`config.mk`:
```
export PLATFORM = sky130hd
export DESIGN_NAME = mem_arbiter
export DESIGN_NICKNAME = d
export VERILOG_FILES = /design/src/rtl/mem_arbiter.sv
export SDC_FILE = /design/constraint.sdc
export NUM_CORES = 1
export LEC_CHECK = 0
export ABC_CLOCK_PERIOD_IN_PS = 3200
export BUFFER_PORTS_ARGS = -buffer_cell sky130_fd_sc_hd__buf_2
export CAP_MARGIN = 20
export CORE_ASPECT_RATIO = 1.75
export CORE_MARGIN = 1.5
export CORE_UTILIZATION = 50
export CTS_CLUSTER_SIZE = 14
export DETAILED_ROUTE_END_ITERATION = 6
export PLACE_DENSITY = 0.8
export SETUP_SLACK_MARGIN = 0.5
export SLEW_MARGIN = 10
export SYNTH_ARGS = -nofsm -noshare
export SYNTH_HDL_FRONTEND = slang
export SYNTH_SLANG_ARGS = --single-unit
```
`constraint.sdc`:
```
create_clock -name clk42m -period 3.2 [get_ports clk42m]
set_input_delay 0.48 -clock clk42m [delete_from_list [all_inputs] [get_ports clk42m]]
set_output_delay 0.48 -clock clk42m [all_outputs]
set_load 0.03 [all_outputs]
```
`src/rtl/mem_arbiter.sv`:
```
// Three-way arbiter (video, download FIFO, CPU) sharing one single-port synchronous RAM.
// Each access takes two cycles (ACCESS, DATA); a new grant can be issued on the edge leaving DATA.
module mem_arbiter (
    input  logic        clk42m,
    input  logic        reset,
    input  logic        cpu_req,
    input  logic        cpu_we,
    input  logic [15:0] cpu_addr,
    input  logic [7:0]  cpu_din,
    output logic [7:0]  cpu_dout,
    output logic        cpu_ack,
    input  logic        vid_req,
    input  logic [15:0] vid_addr,
    output logic [7:0]  vid_dout,
    output logic        vid_valid,
    input  logic        dn_wr,
    input  logic [15:0] dn_addr,
    input  logic [7:0]  dn_data,
    output logic        dn_full,
    output logic        dn_overflow,
    output logic [15:0] ram_addr,
    output logic        ram_we,
    output logic [7:0]  ram_din,
    input  logic [7:0]  ram_dout
);

    typedef enum logic [1:0] {IDLE, ACCESS, DATA} state_t;
    typedef enum logic [1:0] {OWN_NONE, OWN_CPU, OWN_VID, OWN_DN} owner_t;

    state_t      state, state_next;
    owner_t      owner, grant;
    logic        owner_read;

    logic        vid_pend;
    logic [15:0] vid_addr_q;

    logic [15:0] fifo_addr [4];
    logic [7:0]  fifo_data [4];
    logic [1:0]  wr_ptr, rd_ptr;
    logic [2:0]  count;
    logic [1:0]  fair_cnt;

    logic        arb_edge;
    logic        vid_pending;
    logic        cpu_block;
    logic        cpu_pending;
    logic        dn_pending;
    logic        push, pop, drop;

    assign arb_edge    = (state == IDLE) || (state == DATA);
    assign vid_pending = vid_pend || vid_req;
    // The CPU is blocked on the edge that raises cpu_ack and while it is high.
    assign cpu_block   = cpu_ack || ((state == DATA) && (owner == OWN_CPU));
    assign cpu_pending = cpu_req && !cpu_block;
    assign dn_pending  = (count != 3'd0);

    assign pop     = (grant == OWN_DN);
    assign push    = dn_wr && ((count != 3'd4) || pop);
    assign drop    = dn_wr && (count == 3'd4) && !pop;
    assign dn_full = (count == 3'd4);

    always_ff @(posedge clk42m) begin
        if (reset)
            state <= IDLE;
        else
            state <= state_next;
    end

    always_comb begin
        grant      = OWN_NONE;
        state_next = state;
        case (state)
            IDLE, DATA: begin
                if (vid_pending)
                    grant = OWN_VID;
                else if (cpu_pending && ((fair_cnt == 2'd2) || !dn_pending))
                    grant = OWN_CPU;
                else if (dn_pending)
                    grant = OWN_DN;
                state_next = (grant == OWN_NONE) ? IDLE : ACCESS;
            end
            ACCESS:  state_next = DATA;
            default: state_next = IDLE;
        endcase
    end

    always_ff @(posedge clk42m) begin
        if (reset) begin
            owner       <= OWN_NONE;
            owner_read  <= 1'b0;
            cpu_dout    <= 8'h00;
            cpu_ack     <= 1'b0;
            vid_dout    <= 8'h00;
            vid_valid   <= 1'b0;
            dn_overflow <= 1'b0;
            ram_addr    <= 16'h0000;
            ram_we      <= 1'b0;
            ram_din     <= 8'h00;
            vid_pend    <= 1'b0;
            vid_addr_q  <= 16'h0000;
            wr_ptr      <= 2'd0;
            rd_ptr      <= 2'd0;
            count       <= 3'd0;
            fair_cnt    <= 2'd0;
        end else begin
            cpu_ack   <= (state == DATA) && (owner == OWN_CPU);
            vid_valid <= (state == DATA) && (owner == OWN_VID);
            if ((state == DATA) && owner_read) begin
                if (owner == OWN_CPU)
                    cpu_dout <= ram_dout;
                if (owner == OWN_VID)
                    vid_dout <= ram_dout;
            end

            if (state == ACCESS)
                ram_we <= 1'b0;
            if (arb_edge)
                owner <= grant;

            case (grant)
                OWN_VID: begin
                    ram_addr   <= vid_req ? vid_addr : vid_addr_q;
                    ram_we     <= 1'b0;
                    owner_read <= 1'b1;
                end
                OWN_CPU: begin
                    ram_addr   <= cpu_addr;
                    ram_we     <= cpu_we;
                    ram_din    <= cpu_din;
                    owner_read <= !cpu_we;
                end
                OWN_DN: begin
                    ram_addr   <= fifo_addr[rd_ptr];
                    ram_we     <= 1'b1;
                    ram_din    <= fifo_data[rd_ptr];
                    owner_read <= 1'b0;
                end
                default: ;
            endcase

            if (vid_req)
                vid_addr_q <= vid_addr;
            if (grant == OWN_VID)
                vid_pend <= 1'b0;
            else if (vid_req)
                vid_pend <= 1'b1;

            // Two download grants in a row with the CPU waiting hand the next slot to the CPU.
            if (grant == OWN_CPU)
                fair_cnt <= 2'd0;
            else if (grant == OWN_DN)
                fair_cnt <= !cpu_req ? 2'd0 : (fair_cnt == 2'd2) ? 2'd2 : fair_cnt + 2'd1;

            if (push)
                wr_ptr <= wr_ptr + 2'd1;
            if (pop)
                rd_ptr <= rd_ptr + 2'd1;
            count <= count + {2'b00, push} - {2'b00, pop};
            if (drop)
                dn_overflow <= 1'b1;
        end
    end

    always_ff @(posedge clk42m) begin
        if (!reset && push) begin
            fifo_addr[wr_ptr] <= dn_addr;
            fifo_data[wr_ptr] <= dn_data;
        end
    end

endmodule

```
==> impl_results.md, run 1 <==
* Psw at approximately 2.0 mW
* Routed length per instance at between 20 and 25 microns
* Height of the die at 161 microns
* Initial detailed-routing violation count at 712
* Min Tclk post-route at ~2.7 ns
* Vias per cell at 5.88
* Leak at 3.39 nW
* Clock share of power at 34.9%
* Syn Nets at approximately 630
* Clk_skew at about 0.0096 ns
* Drt first pass iters at 7
* Starting Density at approximately 51%
* Remaining antenna violation count after routing at 0
* First-pass GRT wire length at 27.1 mm
* RSZ-0062 raised after global routing: true
* Power Dens Cells at 740 mW/mm^2
* Top_reg_cell synth: edfxtp_1
* Ys async rst share at 0%
* Vias post-DR at 5087
* GRT Residual Overflow at 0
* Synth area leader: edfxtp_1
* Max VDD drop at ~470 uV
* Relative slew slack at between 7 and 8%
* Layout cells sized above 1 at between 30% and 40%
* Worst Path Max Fanout at 16
* Fmax at 370 MHz
* Initial antenna violation count at 1
* WL final at 17.7 mm
* Synth cell types at 42
* CP startpoint kind: register
* GRT Resource Usage Total at 24.1%
* Worst Hold Slack at 0.271 ns
* Mapped Cells at 544
* Outcome: complete, but fails checks
* Worst slew pin tran at 1.39 ns
* H-tree Lvls at 4
* Clock Sinks at 173
* Root Buffer Master: clkbuf_16
* Setup TNS Final at 0 ns
* Cell row count at 57
* Net switching share of the total power at 30.1%
* Synth warnings at 0
* Nets@finish at ~760
* Clk_lat worst skew at around 0.42 ns
* Placed cell area at 0.00793 sq mm
* GPL Wtd Cong at 0.835
* Critical path class: register to register
* CTS max path bufs at 2
* Post-synth top area share at between 40% and 50%
* Post-synth EDFFs at 96
* Area of the die at 0.0149 sq mm
* Yosys reg bits at ~170
* Most common cell in the netlist: edfxtp_1
* Internal at approximately 4.6 mW
* Setup violations, final at 0
* Final-report max-slew violation count at 0
* # DRC at 9
* Post-route cell area at 0.00885 sq mm
* Post-synthesis sequential area ratio at between 60% and 70%
* CP Capture Type: register
* Num CTS Buffers at 17
* MaxCap Viol Count at 0
* Final hold viol count at 0
* Post-synth top cells: 96 x edfxtp_1, 77 x dfxtp_1, 57 x mux2i_1
* CTS tree: built
* Syn avg cell area at 13.0 sq um
* CP Data Arrival Time at between 2 and 3 ns
* Failing checks: DRC
* Hpwl dp at ~11 mm
* Area Growth Syn to Fin at 24.7%
* Sequential Power Share at 41.4%
* Min-delay worst type: input port to register
* Critical path required time at 3.48 ns
* Logic pwr share at about a quarter
* Vias in the first global route at 5377
* Crit share post-route at 84.5%
* Die W at just over 90 microns
* Core Util, Final at about 64%
* # port buffers at 122
* I/O pin count at 123
* Mapped cell area at slightly above 0.007 sq mm
* Largest net degree at the start of global routing at 77
* Clock Pin Slew Worst Setup and Hold Paths at 0.07 ns
* Core outline area at ~0.014 sq mm
* Synth area leaders: edfxtp_1 41%, dfxtp_1 22%, mux2i_1 8.0%, nor2_1 2.8%, mux2_2 2.5%
[flip-flops by register name, summed over array words and instances (netlist names), 2 cells and up, named ones only]
signal / cells
count: 3
cpu_dout: 8
vid_dout: 8
owner: 2
vid_addr_q: 16
ram_addr: 16
rd_ptr: 2
state: 2
fifo_data: 32
wr_ptr: 2
ram_din: 8
fair_cnt: 2
fifo_addr: 64
[layer usage]
layer / track usage, % / routed length [microns] / up-vias
met3: 5.59 / 936 / 54
met4: 11.9 / 589 / 0
met5: 0 / 0 / -
li1: - / - / 2296
met2: 44.3 / 9950 / 214
met1: 24.9 / 6190 / 2523
[stage by stage]
| stage | cells | power [mW] | setup WS [ns] |
|---|---|---|---|
| floorplan | 544 | 3.70 | 0.276 |
| global placement | 821 | 4.04 | 0.391 |
| detailed placement | 821 | 4.11 | 0.150 |
| CTS | 859 | 6.42 | 0.501 |
| global route | 865 | 6.76 | 0.342 |
| finish | 865 | 6.54 | 0.496 |
[path summary, 6_finish.rpt]
kind	from	to	slack [ns]	cells after the start
setup reg to reg	owner[0]$_SDFFE_PP0N_	ram_addr[9]$_SDFFE_PP0P_	0.50	11
setup / recovery	owner[0]$_SDFFE_PP0N_	ram_addr[9]$_SDFFE_PP0P_	0.50	11
hold / removal	dn_addr[3]	fifo_addr[3][3]$_DFFE_PP_	0.27	1
hold reg to reg	cpu_dout[5]$_SDFFE_PP0P_	cpu_dout[5]$_SDFFE_PP0P_	0.46	2
[layout make-up]
cell class,count,area [sq um]
Fill cell,1047,5060
Sequential cell,173,4430
Multi-Input combinational cell,324,2660
Timing Repair Buffer,149,833
Clock buffer,17,425
Clock inverter,15,233
Tap cell,177,221
Inverter,9,38.8
Antenna cell,1,2.50
[power groups by stage]
| stage | Combinational [mW] | Sequential, mW | Clock [mW] |
|---|---|---|---|
| after floorplan | 0.837 | 2.86 | 0 |
| after global placement | 1.30 | 2.73 | 0 |
| after detailed placement | 1.36 | 2.75 | 0 |
| after CTS | 1.42 | 2.70 | 2.30 |
| after global routing | 1.65 | 2.73 | 2.39 |
| final | 1.55 | 2.71 | 2.29 |
[layout by cell type, fill, tap and decap left out, drive strengths merged, types with 5 or more instances in the layout]
| cell | n |
|---|---|
| buf | 148 |
| edfxtp | 96 |
| dfxtp | 77 |
| mux2i | 57 |
| nor2 | 53 |
| a21oi | 24 |
| nor2b | 23 |
| clkbuf | 18 |
| mux2 | 16 |
| a222oi | 16 |
| nand3 | 16 |
| nand2 | 16 |
| nor4b | 16 |
| a2111oi | 16 |
| inv | 14 |
| ha | 11 |
| nand2b | 10 |
| o21ai | 9 |
| o221ai | 8 |
| nor3 | 7 |
| bufinv | 5 |
| and2 | 5 |
| clkinv | 5 |
[worst max-delay path, stage by stage, from the launching register on]
cell and delay [ns]:
dfxtp_2 0.34, nor4bb_4 0.32, nor2_1 0.07, a21o_1 0.20, a21oi_4 0.19, ha_4 0.20
buf_6 0.18, and2_4 0.19, buf_6 0.16, a222oi_1 0.10, nor4b_1 0.16, a2111oi_0 0.45
[logic make-up (layout without fill, tap and decap cells)]
kind of cell,Yosys count,after routing,share of synthesized area [%]
multiplexers,73,73,10.6
AO/OA/AOI/OAI,82,82,9.72
buffers and inverters,47,190,3.03
AND/OR/NAND/NOR,152,152,11.5
other,0,1,0
flip-flops,173,173,62.4
adder cells (fa/ha/maj),12,12,2.22
XOR/XNOR,5,5,0.617
[repair_timing]
action,4_1_cts,5_1_grt
hold endpoints to repair,0,0
setup buffers,5,5
hold buffers,0,0
pin swaps,7,12
endpoints found under the setup margin,116,113
gates resized for setup,9,25
cloned,1,0
Power figures use the tool's default switching activity.
==> inputs of run 2 (changes only) <==
- ABC_CLOCK_PERIOD_IN_PS: 3200 -> 2700
- CORE_UTILIZATION: 50 -> 56
- PLACE_DENSITY: 0.8 -> 0.85
- clock period: 3.2 -> 2.7 ns (I/O delays scaled with it)
==> impl_results.md, run 2 (same netlist as run 1, synthesis figures left out) <==
* Outcome: complete, but fails checks
* Failing checks: setup timing
* Placed cell area at around 0.008 sq mm
* CP startpoint kind: register
* Initial antenna violation count at 0
* Final hold viol count at 0
* # DRC at 0
* Worst Hold Slack at roughly 0.20 ns
* Worst Path Max Fanout at 4
* Clk_skew at 0.00935 ns
* CTS Hold Bufs at 0
* WL final at 20.3 mm
* CTS max path bufs at 2
* First-pass GRT wire length at 28.9 mm
* GPL Wtd Cong at 0.850
* Largest net degree at the start of global routing at 36
* Min-Delay Path Depth at 1
* Vias post-DR at 5531
* Die W at about 88 microns
* Root Buffer Master: clkbuf_16
* Final-report max-slew violation count at 0
* # diodes at 0
* Layout cells sized above 1 at 43.3%
* Relative slew slack at 59.6%
* Worst r2r path cells at 14
* Area of the multi-input gates at slightly below 0.003 sq mm
* Setup violations, final at 1
* MaxCap Viol Count at 0
* Met1 WL at 6.79 mm
* Post-route cell area at 0.00930 sq mm
* Register Area at 0.00443 sq mm
* Max layer used: met4
* Nets@finish at 797
* Starting Density at 57.1%
* Reg2Reg Setup Slack at -0.01 ns
* Total Power at 7.84 mW
* FF-to-FF End: count[2]$_SDFF_PP0_
* Fmax at 369 MHz
* CP Data Arrival Time at 3.01 ns
* Min-delay worst type: input port to register
* Max VDD drop at 534 uV
* Drt first pass iters at 5
* Reg2reg start: state[0]$_SDFF_PP0_
* Core outline area at between 0.01 and 0.015 sq mm
* Worst setup path start: state[0]$_SDFF_PP0_
* Clock Sinks at between 150 and 200
* Area of the die at approximately 0.013 sq mm
* Core Util, Final at 74.8%
* Min Tclk post-route at ~2.7 ns
* Critical Path End: count[2]$_SDFF_PP0_
* GRT Residual Overflow at 0
* Setup TNS Final at -0.0121 ns
* Critical path class: register to register
* Hpwl dp at 11.7 mm
* Biggest regs: fifo_addr (64), fifo_data (32)
* # port buffers at around 120
* Vias in the first global route at 5561
* Num CTS Buffers at 17
* Met3 WL at 1.65 mm
* Initial detailed-routing violation count at around 750
* Largest Register: fifo_addr
* Max reg flops at 64
* Height of the die at 152 microns
* Most frequent cells in the layout: 122 x buf_2, 96 x edfxtp_1, 73 x dfxtp_1
* CP Capture Type: register
* CTS tree: built
* Power Dens Cells at roughly 840 mW/mm^2
* Clk_lat worst skew at about 0.43 ns
* Area Growth Syn to Fin at 31.0%
* Leak at 3.59 nW
* Fill cells at roughly 780
* Crit share post-route at 100%
* I/O pin count at 123
* Most common cell after layout, fill and taps aside: buf_2
* GRT Resource Usage Total at 29.1%
* RSZ-0062 raised after global routing: true
* Cell row count at 54
* Fin worst setup slack at -0.0121 ns
* Critical path required time at approximately 3.0 ns
* Routed length per instance at 22.8 microns
* Clock Pin Slew Worst Setup and Hold Paths at 0.06 ns
* Remaining antenna violation count after routing at 0
* Vias per cell at 6.23
* H-tree Lvls at 4
* Routed wl met2 at 11.0 mm
* Worst slew pin tran at around 0.61 ns
## run 2: cell types whose count changed in the layout (fill, tap and decap cells not counted), moves of 7 or more
cell / before / now
buf_4: 23 / 43
nor2_1: 49 / 40
nor2_2: 2 / 10
and2_4: 2 / 9
o221ai_1: 8 / 1
## run 2: worst min-delay path by stage
| stage | start | end | slack [ns] |
|---|---|---|---|
| after floorplan | owner[0]$_SDFFE_PP0N_ | owner[0]$_SDFFE_PP0N_ | 0.45 |
| after global placement | cpu_dout[3]$_SDFFE_PP0P_ | cpu_dout[3]$_SDFFE_PP0P_ | 0.44 |
| after detailed placement | cpu_dout[7]$_SDFFE_PP0P_ | cpu_dout[7]$_SDFFE_PP0P_ | 0.45 |
| after CTS | dn_data[2] | fifo_data[1][2]$_DFFE_PP_ | 0.19 |
| after global routing | dn_data[2] | fifo_data[2][2]$_DFFE_PP_ | 0.19 |
| final | dn_data[2] | fifo_data[3][2]$_DFFE_PP_ | 0.20 |
## run 2: layer usage
metal	vias up	GRT usage, %
met3	84	6.25
met2	388	52.5
met4	0	13.2
met5	-	0
li1	2369	-
met1	2690	31.6
## run 2: layout make-up
cell class / instances / share of cell area, %
inverter: 9 / 0.417
multi-input combinational: 329 / 31.7
tap: 168 / 2.26
timing repair buffer: 177 / 11.8
sequential: 173 / 47.7
clock inverter: 5 / 0.310
clock buffer: 27 / 5.77
## run 2: power by group
part	internal (mW)	switching, mW
Clock	1.36	0.991
Combinational	0.955	1.33
Sequential	3.03	0.175
Total	5.35	2.49
## run 2: through the flow
step	setup slack, ns	instances
after floorplan	-0.233	544
after global placement	0.149	828
after detailed placement	-0.0463	828
after CTS	0.0728	876
after global routing	-0.140	888
final	-0.0121	888
## run 2: critical path, stage by stage, from the launching register on
cell	delay (ns)
dfxtp_2	0.33
nor4bb_4	0.32
nor2_1	0.11
a21o_1	0.22
a21oi_4	0.21
ha_4	0.19
inv_6	0.05
nor2_4	0.08
o21bai_1	0.12
ha_2	0.20
inv_2	0.04
fa_2	0.34
xnor2_2	0.14
xnor2_1	0.16
nor2_1	0.06
## run 2: what timing repair did
item	in CTS	in global routing
gates cloned	6	0
endpoints found under the setup margin	125	129
gates resized for setup	34	40
setup buffers	10	12
pin swaps	16	23
==> inputs of run 3 (changes only) <==
- CORE_ASPECT_RATIO: 1.75 -> not set
==> impl_results.md, run 3 (same netlist as run 1, synthesis figures left out) <==
* Outcome: complete, but fails checks
* Failing checks: DRC, setup timing
* CP max stage delay at 0.44 ns
* Layout cells sized above 1 at 44.5%
* Die W at between 100 and 150 microns
* Largest Register: fifo_addr
* Vias per cell at 6.26
* Num CTS Buffers at 17
* Setup violations, final at 6
* Most common cell after layout, fill and taps aside: buf_2
* Max reg flops at 64
* GPL Wtd Cong at about 0.8
* H-tree Lvls at 4
* # port buffers at 122
* Final-report max-slew violation count at 0
* Biggest regs: fifo_addr (64), fifo_data (32)
* Root Buffer Master: clkbuf_16
* Clk_lat worst skew at 0.44 ns
* CTS max path bufs at 2
* DP Worst Slack at -0.135 ns
* Crit-path slowest cell: a222oi_1
* Power Dens Cells at slightly above 800 mW/mm^2
* Starting Density at 58.3%
* # diodes at 0
* Relative slew slack at about half
* Cell row count at 40
* Clk_skew at 0.0137 ns
* Crit share post-route at 103%
* CP Capture Type: register
* CTS tree: built
* Post-route cell area at ~0.01 sq mm
* # DRC at 15
* Worst Path Max Fanout at 5
* Vias in the first global route at approximately 5700
* RSZ-0062 raised after global routing: true
* Worst Hold Slack at between 0.15 and 0.2 ns
* Initial detailed-routing violation count at 728
* Area Growth Syn to Fin at 37.9%
* GRT Residual Overflow at 0
* Worst slew pin tran at around 0.73 ns
* GRT Resource Usage Total at roughly 33%
* Min-delay worst type: input port to register
* Clock Sinks at 173
* First-pass GRT wire length at 31.9 mm
* Crit-path cells: nor4bb_4 -> nor2_1 -> a21o_1 -> buf_4 -> a21o_4 -> ha_4 -> nor2b_4 -> buf_6 -> a222oi_1 -> nor4b_2 -> a2111oi_2
* Placed cell area at roughly 0.0083 sq mm
* Most frequent cells in the layout: 122 x buf_2, 96 x edfxtp_1, 73 x dfxtp_1
* CP startpoint kind: register
* Leak at 3.77 nW
* Min Tclk post-route at 2.79 ns
* Critical path required time at 2.99 ns
* Largest net degree at the start of global routing at between 60 and 70
* Clock Pin Slew Worst Setup and Hold Paths at roughly 0.07 ns
* Vias post-DR at 5682
* Core Util, Final at 80.4%
* Max VDD drop at 589 uV
* Height of the die at 116 microns
* MaxCap Viol Count at 0
* Hpwl dp at 11.8 mm
* Fin worst setup slack at -0.0899 ns
* Drt first pass iters at 7
* Critical path class: register to register
* I/O pin count at 123
* Reg2Reg Setup Slack at -0.09 ns
* WL final at 22.4 mm
* Routed length per instance at 24.6 microns
* Fmax at between 300 and 400 MHz
* Core outline area at roughly 0.012 sq mm
* Nets@finish at 817
* CP Data Arrival Time at between 3 and 4 ns
* Initial antenna violation count at 0
* Setup TNS Final at -0.241 ns
* Remaining antenna violation count after routing at 0
* Final hold viol count at 0
* Area of the die at 0.0134 sq mm
run 3: changes by cell type in the layout (fill, tap and decap cells not counted), sizes merged:
cell      delta
clkbuf       -8
clkinv       +3
clkinvlp     +2
and2         -5
buf         +24
inv          +4
run 3: what timing repair did:
action                                 CTS  global route
hold buffers                             0             0
endpoints found under the hold margin    0             0
pin swaps                               18            21
cloned                                   6             1
setup endpoints to repair              127           132
buffers inserted                        23             9
gates resized for setup                 41            33
run 3: cell type report:
| type | count | area [sq um] |
|---|---|---|
| flip-flops and latches | 173 | 4430 |
| multi-input cells | 324 | 2910 |
| fillers | 623 | 2380 |
| repair buffers | 202 | 1640 |
| clock buffers | 18 | 439 |
| well taps | 168 | 210 |
| clock inverters | 14 | 110 |
| inverters | 9 | 38.8 |
run 3: final timing paths:
kind	end	startpoint	cells after the start
hold reg to reg	cpu_dout[1]$_SDFFE_PP0P_	cpu_dout[1]$_SDFFE_PP0P_	2
setup / recovery	ram_addr[11]$_SDFFE_PP0P_	state[0]$_SDFF_PP0_	11
setup reg to reg	ram_addr[11]$_SDFFE_PP0P_	state[0]$_SDFF_PP0_	11
hold / removal	fifo_data[1][2]$_DFFE_PP_	dn_data[2]	1
run 3: metal layers:
layer,global-route usage (%),vias to the layer above,part of all wire (%),wire length (microns)
li1,-,2414,-,-
met1,40.2,2711,36,8110
met2,54.6,464,50,11100
met3,8.73,93,10,2270
met4,16.9,0,4.0,883
met5,0,-,0,0
run 3: through the flow:
stage	std cells	power, mW
after global placement	837	5.02
after detailed placement	837	5.11
after global routing	908	8.30
after floorplan	544	4.50
final	908	8.05
after CTS	898	7.68
run 3: worst max-delay path: cells and delay by family, from the launching register on:
kind,cells,cell delay [ns]
AO/OA/AOI/OAI,4,0.94
buffers and inverters,2,0.31
AND/OR/NAND/NOR,4,0.86
flip-flops,1,0.35
adder cells (fa/ha/maj),1,0.16
run 3: power breakdown:
part,switching (mW),internal [mW],total (mW)
Sequential,0.195,3.03,3.23
Combinational,1.40,1.11,2.51
Clock,1.10,1.21,2.31
Total,2.70,5.35,8.05
